**config.mk**
```make
export PLATFORM = sky130hd
export DESIGN_NAME = sd_cmd_serializer
export DESIGN_NICKNAME = d
export VERILOG_FILES = /design/src/rtl/sd_cmd_serializer.sv
export SDC_FILE = /design/constraint.sdc
export NUM_CORES = 1
export LEC_CHECK = 0
export BUFFER_PORTS_ARGS = -buffer_cell sky130_fd_sc_hd__clkbuf_2
export CAP_MARGIN = 10
export CORE_ASPECT_RATIO = 1.2
export CORE_MARGIN = 2
export CORE_UTILIZATION = 40
export DETAILED_ROUTE_END_ITERATION = 12
export PLACE_DENSITY = 0.59
export SLEW_MARGIN = 10
export SYNTH_ARGS = -nofsm -noshare
export SYNTH_HDL_FRONTEND = slang
export SYNTH_SLANG_ARGS = --single-unit
export TNS_END_PERCENT = 5
```
**constraint.sdc**
```tcl
create_clock -name clk -period 1.98 [get_ports clk]
set_input_delay 0.396 -clock clk [delete_from_list [all_inputs] [get_ports clk]]
set_output_delay 0.396 -clock clk [all_outputs]
set_load 0.005 [all_outputs]
```
**src/rtl/sd_cmd_serializer.sv**
```systemverilog
// sd_cmd_serializer: SD CMD-line token serializer (start, tx bit, index, arg, CRC7, end), MSB first.
// Ports: clk, resetn (async active-low), tick (bit-rate enable),
//        cmd_valid/cmd_ready handshake with cmd_index[5:0]/cmd_arg[31:0],
//        cmd_out/cmd_oe serial line, busy (not IDLE), done (one-clk end pulse).
// Optional: define SD_CMD_NCC_GAP_EN to hold off 8 tick edges in GAP after each token.
module sd_cmd_serializer (
    input  logic        clk,
    input  logic        resetn,
    input  logic        tick,
    input  logic        cmd_valid,
    output logic        cmd_ready,
    input  logic [5:0]  cmd_index,
    input  logic [31:0] cmd_arg,
    output logic        cmd_out,
    output logic        cmd_oe,
    output logic        busy,
    output logic        done
);
    typedef enum logic [1:0] {
        IDLE,
        SHIFT,
        CRC
`ifdef SD_CMD_NCC_GAP_EN
        , GAP
`endif
    } state_t;
    state_t      state;
    logic [39:0] sh;
    logic [5:0]  cnt;
    logic [6:0]  crc;
    logic [6:0]  crc_n;
    logic        fb;
    // serial CRC7 (x^7+x^3+1) fed with the bit currently on the line, sh[39]
    assign fb        = sh[39] ^ crc[6];
    assign crc_n     = {crc[5:0], 1'b0} ^ (fb ? 7'h09 : 7'h00);
    assign cmd_ready = (state == IDLE);
    assign busy      = (state != IDLE);
    always_ff @(posedge clk or negedge resetn) begin
        if (!resetn) begin
            state   <= IDLE;
            sh      <= '0;
            cnt     <= '0;
            crc     <= '0;
            cmd_out <= 1'b1;
            cmd_oe  <= 1'b0;
            done    <= 1'b0;
        end else begin
            done <= 1'b0;
            case (state)
                IDLE: if (cmd_valid) begin
                    sh      <= {2'b01, cmd_index, cmd_arg};
                    crc     <= '0;
                    cnt     <= 6'd39;
                    cmd_out <= 1'b0;
                    cmd_oe  <= 1'b1;
                    state   <= SHIFT;
                end
                SHIFT: if (tick) begin
                    crc <= crc_n;
                    sh  <= {sh[38:0], 1'b0};
                    if (cnt == 6'd0) begin
                        cmd_out <= crc_n[6];
                        cnt     <= 6'd7;
                        state   <= CRC;
                    end else begin
                        cmd_out <= sh[38];
                        cnt     <= cnt - 6'd1;
                    end
                end
                // cnt 7..2 shifts out CRC7[5:0], cnt 1 drives the end bit, cnt 0 releases the line
                CRC: if (tick) begin
                    if (cnt == 6'd0) begin
                        cmd_out <= 1'b1;
                        cmd_oe  <= 1'b0;
                        done    <= 1'b1;
`ifdef SD_CMD_NCC_GAP_EN
                        cnt     <= 6'd7;
                        state   <= GAP;
`else
                        state   <= IDLE;
`endif
                    end else begin
                        cmd_out <= (cnt == 6'd1) ? 1'b1 : crc[5];
                        crc     <= {crc[5:0], 1'b0};
                        cnt     <= cnt - 6'd1;
                    end
                end
`ifdef SD_CMD_NCC_GAP_EN
                GAP: if (tick) begin
                    if (cnt == 6'd0) state <= IDLE;
                    else cnt <= cnt - 6'd1;
                end
`endif
                default: state <= IDLE;
            endcase
        end
    end
endmodule

```
==> results.yml, run 1 <==
floorplanning:
  die_area_um2: 7990
  fp-row-count: 34
  coreArea_um2: 7147
  start_util: 0.4079
  die_x_um: 81.93
  ioPinCount: 47
  fp.dieH_um: 97.52
place:
  place_congestion: 0.8012
  post-place-cells: 413
  numPortBuffers: 46
  dp_hpwl_mm: 4.030
timing:
  max_slew.worst_pin.slew_ns: 0.3649
  fmax_ghz: 0.5482
  period_share: 0.9213
  period_minus_slack_ns: 1.824
  slew_violations: 0
  setup_viol: 0
  finalHoldViolCount: 0
  slew-limit-headroom: 0.7536
  rsz0062_at_grt: "no"
  whs_ns: 0.04662
  fin_skew_ns: 0.004142
  fin_setup_tns_ns: 0
power:
  power.density_nw_per_um2: 1592
  p_leak_nw: 1.679
  ir_worst_vdd_uv: 946.3
logic_synthesis:
  async_reset_ff_frac: 1.000
  netlist_instances: 281
  syn_area_um2: 2915
  syn_avg_cell_area_um2: 10.37
  synth_nets: 330
  synth-seq-area-share: 0.4983
  synth_top_area_share: 0.4893
  synth_cell_types: 48
  synth_edf_count: 0
  yosys_warnings: 0
  synthFlopType: "dfrtp_1"
  ys_seq_elements: 58
  synth_area_leaders: "dfrtp_1 49%, mux2i_1 13%, a21oi_1 7.7%, nor2_1 5.3%, ha_1 3.0%"
  synth_area_leader_cell: "dfrtp_1"
global_routing:
  groute.usage.overall: 0.1699
  grt_max_degree: 77
  antenna_found_initial: 0
  grt_pass1_vias: 2204
  grt_pass1_wl_mm: 10.34
  gr-total-overflow: 0
routing:
  ant_nets: 0
  drt-vias-per-instance: 5.163
  wirelength_mm: 5.949
  routedWlPerCell_um: 13.83
  num_vias: 2220
  drt_iter0_drc: 149
  drc: 0
  firstDrtPassIters: 4
cts:
  clk_latency_ns: 0.34
  cts_tree: "done"
  cts_max_level: 3
  cts_buffers: 9
  cts_sinks: 58
  holdBufCountCts: 0
  clkTransAtPathRegs_ns: 0.07
  clock-root-buffer: "clkbuf_8"
  cts_buffer_depth: 2
cells_and_area:
  layout_commonest_cell: "dfrtp_1"
  layout.nets: 384
  drive_gt1_frac: 0.2647
  final_util: 0.4961
  num-fill-cells: 690
  final-instance-count-excl-fill: 430
  diodes: 0
  area_delta_synth_final_pct: 21.63
  final_cell_mix: "57 x dfrtp_1, 46 x clkbuf_2, 44 x a21oi_1"
setup_path:
  path_class: "reg2reg"
  startpoint: "state[1]"
  cp.arrival_ns: 2.05
  required_ns: 2.21
  start_kind: "flop"
  critPathTopFamily: "simple AND/OR/NAND/NOR gates"
  end_kind: "flop"
  slowest_stage: "dfrtp_1"
  r2r-start: "state[1]"
  max_stage_delay_ns: 0.42
  path_max_fanout: 6
  r2r_cells: 7
  crit_chain: "inv_1 -> ha_1 -> or2b_2 -> nand3b_2 -> buf_4 -> nor4_1 -> a211o_1"
  worst-path-stages: 7
  critical_path_buf_inv_count: 2
outcome:
  outcome: "finished clean"
worst_hold_path:
  hold_path.class: "in2async"
run:
  maxCapViolations: 0
-- worst reg2reg max path: stages, from the launching register on --
cell	delay (ns)
dfrtp_1	0.42
inv_1	0.11
ha_1	0.25
or2b_2	0.36
nand3b_2	0.11
buf_4	0.15
nor4_1	0.06
a211o_1	0.26
-- per-layer routing --
metal	routed length, µm	part of all wire	global-route usage	vias up
li1	-	-	-	1109
met1	2708	0.46	0.2318	1068
met2	2849	0.48	0.2458	34
met3	297	0.050	0.05483	9
met4	95	0.016	0.07308	0
met5	0	0	0	-
-- final cells by class --
type                            count  area (µm²)  share of cell area
Clock buffer                       12       155.1             0.04375
Clock inverter                      4       73.82             0.02082
Inverter                           12       45.04             0.01270
Multi-Input combinational cell    194        1346              0.3797
Sequential cell                    58        1453              0.4097
Tap cell                           90       112.6             0.03176
Timing Repair Buffer               60       360.3              0.1016
-- cells in the mapped netlist (2+ instances only) --
library cell and instances:
nor2_1 41, a2bb2oi_1 3, a211o_1 2, dfrtp_1 57, buf_2 6, nand2_1 8
a21oi_1 45, a221o_1 2, o22ai_1 2, ha_1 7, o21ai_0 7, nor4_1 2
clkbuf_1 8, a32o_1 4, and3_1 3, mux2_2 3, inv_1 12, mux2i_1 39
-- repair_timing --
action                     CTS  global route
resized for setup            0             1
setup buffers                0             1
setup endpoints to repair    0             7
-- report_power, final --
part           switching [mW]  leakage (nW)  internal [mW]  total [mW]
Combinational            1.31         0.900           1.10        2.41
Sequential              0.292         0.663           1.68        1.98
Clock                   0.486         0.117          0.778        1.26
Total                    2.09          1.68           3.56        5.65
-- registers in the layout (all words and copies together) (netlist names) --
signal	count
crc	7
done	1
cmd_out	1
cmd_oe	1
sh	40
cnt	6
state	2
-- cells by family (layout without fill, tap and decap cells) --
kind of cell | after synthesis | in the layout | synth area share
multiplexers | 42 | 42 | 0.1455
buffers and inverters | 29 | 88 | 0.04721
AND/OR/NAND/NOR | 66 | 66 | 0.1060
adder cells (fa/ha/maj) | 7 | 7 | 0.03004
flip-flops | 58 | 58 | 0.4983
AO/OA/AOI/OAI | 77 | 77 | 0.1670
XOR/XNOR | 2 | 2 | 0.006010
-- per-stage QoR --
step	setup WS (ns)	power [mW]	area, µm²
detailed placement	0.1181	4.399	3302
floorplan	0.1401	3.736	2915
global route	0.00003464	6.116	3546
CTS	0.1068	5.681	3531
global placement	0.2066	4.335	3302
finish	0.1558	5.646	3546
-- worst paths after layout --
check	endpoint	slack (ns)
worst min-delay path	cnt[4]	0.05
worst max-delay path	cnt[3]	0.16
worst max register to register	cnt[3]	0.16
worst min register to register	crc[0]	0.49
max in group asynchronous	cmd_out	1.65
min in group clk	sh[0]	0.30
Note: power is estimated with default switching activity, not from simulation.
==> run 2, diff against run 1 <==
CORE_UTILIZATION = 47   (was 40)
PLACE_DENSITY = 0.68   (was 0.59)
TNS_END_PERCENT = unset   (was 5)
==> results.yml, run 2 (synthesis results as in run 1) <==
outcome:
  outcome: "finished clean"
floorplanning:
  fp.dieH_um: 90.28
  die_area_um2: 6851
  ioPinCount: 47
  coreArea_um2: 6012
  start_util: 0.4849
  fp-row-count: 31
  die_x_um: 75.90
cts:
  cts_tree: "done"
  cts_max_level: 3
  cts_buffer_depth: 2
  cts_buffers: 9
  clk_latency_ns: 0.33
  clock-root-buffer: "clkbuf_8"
  clkTransAtPathRegs_ns: 0.06
  cts_sinks: 58
setup_path:
  slowest_stage: "dfrtp_1"
  critPathTopFamily: "flip-flops"
  path_class: "reg2reg"
  r2r_slack_ns: 0.09
  path_max_fanout: 8
  max_stage_delay_ns: 0.43
  cp.arrival_ns: 2.11
  required_ns: 2.19
  start_kind: "flop"
  critical_path_buf_inv_count: 2
  path_common_cell: "inv_1"
  end_kind: "flop"
  crit_chain: "inv_1 -> ha_1 -> inv_1 -> nand2_1 -> o22ai_1 -> mux2_2"
cells_and_area:
  diodes: 0
  area_delta_synth_final_pct: 18.80
  final_cell_mix: "57 x dfrtp_1, 46 x clkbuf_2, 44 x a21oi_1"
  drive_gt1_frac: 0.2537
  layout_commonest_cell: "dfrtp_1"
  layout.nets: 379
  fin_area_um2: 3463
  final-instance-count-excl-fill: 417
  top_regs: "sh: 40 flops, crc: 7 flops, cnt: 6 flops"
  top_register: "sh"
  final_util: 0.5761
  largest_reg_flops: 40
timing:
  slew_violations: 0
  setup_ws_ns: 0.08550
  setup_viol: 0
  finalHoldViolCount: 0
  fmax_ghz: 0.5278
  period_share: 0.9568
  fin_skew_ns: 0.003411
  fin_setup_tns_ns: 0
  period_minus_slack_ns: 1.895
  slew-limit-headroom: 0.7038
  whs_ns: 0.04890
  max_slew.worst_pin.slew_ns: 0.4319
power:
  p_leak_nw: 1.632
  ir_worst_vdd_uv: 746.2
  power.density_nw_per_um2: 1534
  finalPower_mw: 5.312
routing:
  routedWlPerCell_um: 13.61
  firstDrtPassIters: 4
  wirelength_mm: 5.676
  drc: 0
  ant_nets: 0
  drt_iter0_drc: 144
  num_vias: 2179
  drt-vias-per-instance: 5.225
place:
  dp_worst_setup_slack_ns: 0.09030
  place_congestion: 0.7112
  post-place-cells: 400
  placed_cell_area_um2: 3267
  dp_hpwl_mm: 3.921
  numPortBuffers: 46
global_routing:
  grt_pass1_wl_mm: 9.756
  antenna_found_initial: 0
  groute.usage.overall: 0.1837
  grt_pass1_vias: 2185
  grt_max_degree: 59
  gr-total-overflow: 0
worst_hold_path:
  hold_path.class: "in2async"
run:
  maxCapViolations: 0
==> run 2: cell count changes in the layout (fill, tap and decap cells not counted), sizes merged <==
cell,previous run,this run
bufinv,2,0
buf,14,9
clkinv,2,3
clkbuf,58,59
==> run 2: metal layers <==
layer,vias to the layer above,global-route usage,share of wire
met5,-,0,0
met4,0,0.07310,0.015
met3,8,0.06250,0.055
met2,51,0.2687,0.49
met1,1028,0.2483,0.44
li1,1092,-,-
==> run 2: final timing paths <==
path | from | endpoint | cells past startpoint
min | resetn | cnt[2] | 2
min reg2reg | crc[0] | crc[0] | 1
max | state[0] | state[0] | 6
max reg2reg | state[0] | state[0] | 6
max in group asynchronous | resetn | cmd_out | 2
min in group clk | cmd_arg[0] | sh[0] | 3
==> run 2: layout make-up <==
type	instances	area [µm²]
fill	512	2549
sequential	58	1453
multi-input combinational	194	1360
timing repair buffer	55	339.1
clock buffer	13	148.9
tap	82	102.6
inverter	12	45.04
clock inverter	3	15.01
==> run 2: what timing repair did <==
| action | 4_1_cts | 5_1_grt |
|---|---|---|
| setup endpoints to repair | 0 | 35 |
| hold buffers | 0 | 0 |
| gates resized for setup | 0 | 6 |
| buffers inserted | 0 | 1 |
==> run 2: where the power goes <==
part	switching [mW]	internal (mW)	total (mW)
clock	0.438	0.483	0.921
combinational	1.31	1.10	2.41
sequential	0.299	1.68	1.98
total	2.04	3.27	5.31
==> run 3, diff against run 2 <==
REMOVE_ABC_BUFFERS = 1   (was unset)
==> results.yml, run 3 (synthesis results as in run 1) <==
outcome:
  outcome: "finished clean"
cts:
  cts_tree: "done"
  holdBufCountCts: 0
  clock-root-buffer: "clkbuf_8"
  cts_buffer_depth: 2
  cts_max_level: 3
  cts_sinks: 58
  clk_latency_ns: 0.34
  cts_buffers: 9
  clkTransAtPathRegs_ns: 0.07
cells_and_area:
  layout_commonest_cell: "dfrtp_1"
  top_regs: "sh: 40 flops, crc: 7 flops, cnt: 6 flops"
  drive_gt1_frac: 0.2649
  final_cell_mix: "57 x dfrtp_1, 46 x clkbuf_2, 44 x a21oi_1"
  layout.nets: 380
  diodes: 0
  fin_area_um2: 3483
  final-instance-count-excl-fill: 418
  area_delta_synth_final_pct: 19.48
  largest_reg_flops: 40
  top_register: "sh"
setup_path:
  required_ns: 2.21
  start_kind: "flop"
  path_class: "reg2reg"
  cp.arrival_ns: 2.08
  path_max_fanout: 7
  end_kind: "flop"
timing:
  rsz0062_at_grt: "yes"
  setup_viol: 0
  finalHoldViolCount: 0
  fin_skew_ns: 0.003958
  period_share: 0.9379
  slew_violations: 0
  max_slew.worst_pin.slew_ns: 0.4306
  period_minus_slack_ns: 1.857
  fmax_ghz: 0.5385
  slew-limit-headroom: 0.7105
routing:
  ant_nets: 0
  drt_iter0_drc: 167
  wirelength_mm: 5.768
  firstDrtPassIters: 6
  drt-vias-per-instance: 5.211
  drc: 0
  num_vias: 2178
  routedWlPerCell_um: 13.80
power:
  clkPwrFrac: 0.194
  ir_worst_vdd_uv: 702.5
  p_leak_nw: 1.640
  power_switching_share: 0.3822
  seqPwrFrac: 0.367
  power.density_nw_per_um2: 1547
  combPwrFrac: 0.439
  internal_power_mw: 3.329
  switching_power_mw: 2.059
global_routing:
  antenna_found_initial: 0
  grt_max_degree: 59
  grt_pass1_vias: 2234
  grt_pass1_wl_mm: 9.880
  groute.usage.overall: 0.1868
  gr-total-overflow: 0
place:
  placed_cell_area_um2: 3274
  place_congestion: 0.8215
  dp_hpwl_mm: 3.960
  numPortBuffers: 46
  post-place-cells: 401
run:
  maxCapViolations: 0
floorplanning:
  fp-row-count: 31
  start_util: 0.4849
  fp.dieH_um: 90.28
  ioPinCount: 47
  die_x_um: 75.90
  coreArea_um2: 6012
  die_area_um2: 6851
worst_hold_path:
  hold_path.class: "in2async"
-- run 3: routing by layer --
layer / global-route usage / routed length, µm / vias to the layer above
met5: 0 / 0 / -
met2: 0.2802 / 2747 / 48
li1: - / - / 1100
met4: 0.09064 / 74 / 0
met1: 0.2494 / 2638 / 1021
met3: 0.04464 / 306 / 9
-- run 3: power by group through the flow --
| stage | sequential, mW | combinational [mW] | clock, mW |
|---|---|---|---|
| after floorplan | 1.91 | 1.75 | 0 |
| after global placement | 1.98 | 2.28 | 0 |
| after detailed placement | 2.00 | 2.34 | 0 |
| after global routing | 2.04 | 2.69 | 1.12 |
| final | 1.98 | 2.37 | 1.05 |
| after CTS | 1.98 | 2.35 | 1.07 |
-- run 3: worst paths after layout --
check,cells after the start,to,startpoint,slack (ns)
worst max-delay path,6,crc[4],state[0],0.12
worst min-delay path,2,cnt[3],resetn,0.05
worst max register to register,6,crc[4],state[0],0.12
worst min register to register,1,crc[0],crc[0],0.50
max in group asynchronous,2,cmd_out,resetn,1.64
min in group clk,3,sh[0],cmd_arg[0],0.33
-- run 3: cell type report --
| type | count | area, µm² |
|---|---|---|
| fill | 531 | 2529 |
| sequential | 58 | 1453 |
| multi-input combinational | 194 | 1355 |
| timing repair buffer | 56 | 342.8 |
| clock buffer | 10 | 127.6 |
| tap | 82 | 102.6 |
| clock inverter | 6 | 57.56 |
| inverter | 12 | 45.04 |
-- run 3: metrics by stage --
stage	worst slack [ns]	power [mW]	setup TNS, ns	util	hold slack, ns
2_1_floorplan	-3.477	3.659	-144.10	-	0.1004
3_3_place_gp	0.1312	4.260	0	0.5446	0.4307
3_5_place_dp	0.08848	4.339	0	0.5446	0.4287
4_1_cts	0.08220	5.399	0	0.5754	0.06961
5_1_grt	-0.03301	5.846	-0.04238	0.5794	0.09285
6_report	0.1229	5.389	0	0.5794	0.05414
-- run 3: repair_timing --
item,CTS,global route
endpoints found under the setup margin,0,30
resized for setup,0,4
setup buffers,0,1
-- run 3: worst max-delay path: stages, from the launching register on --
cell and delay, ns:
dfrtp_1 0.41, inv_1 0.13, ha_2 0.26, or2b_2 0.35
nand4b_1 0.23, a21oi_4 0.10, a32o_1 0.27
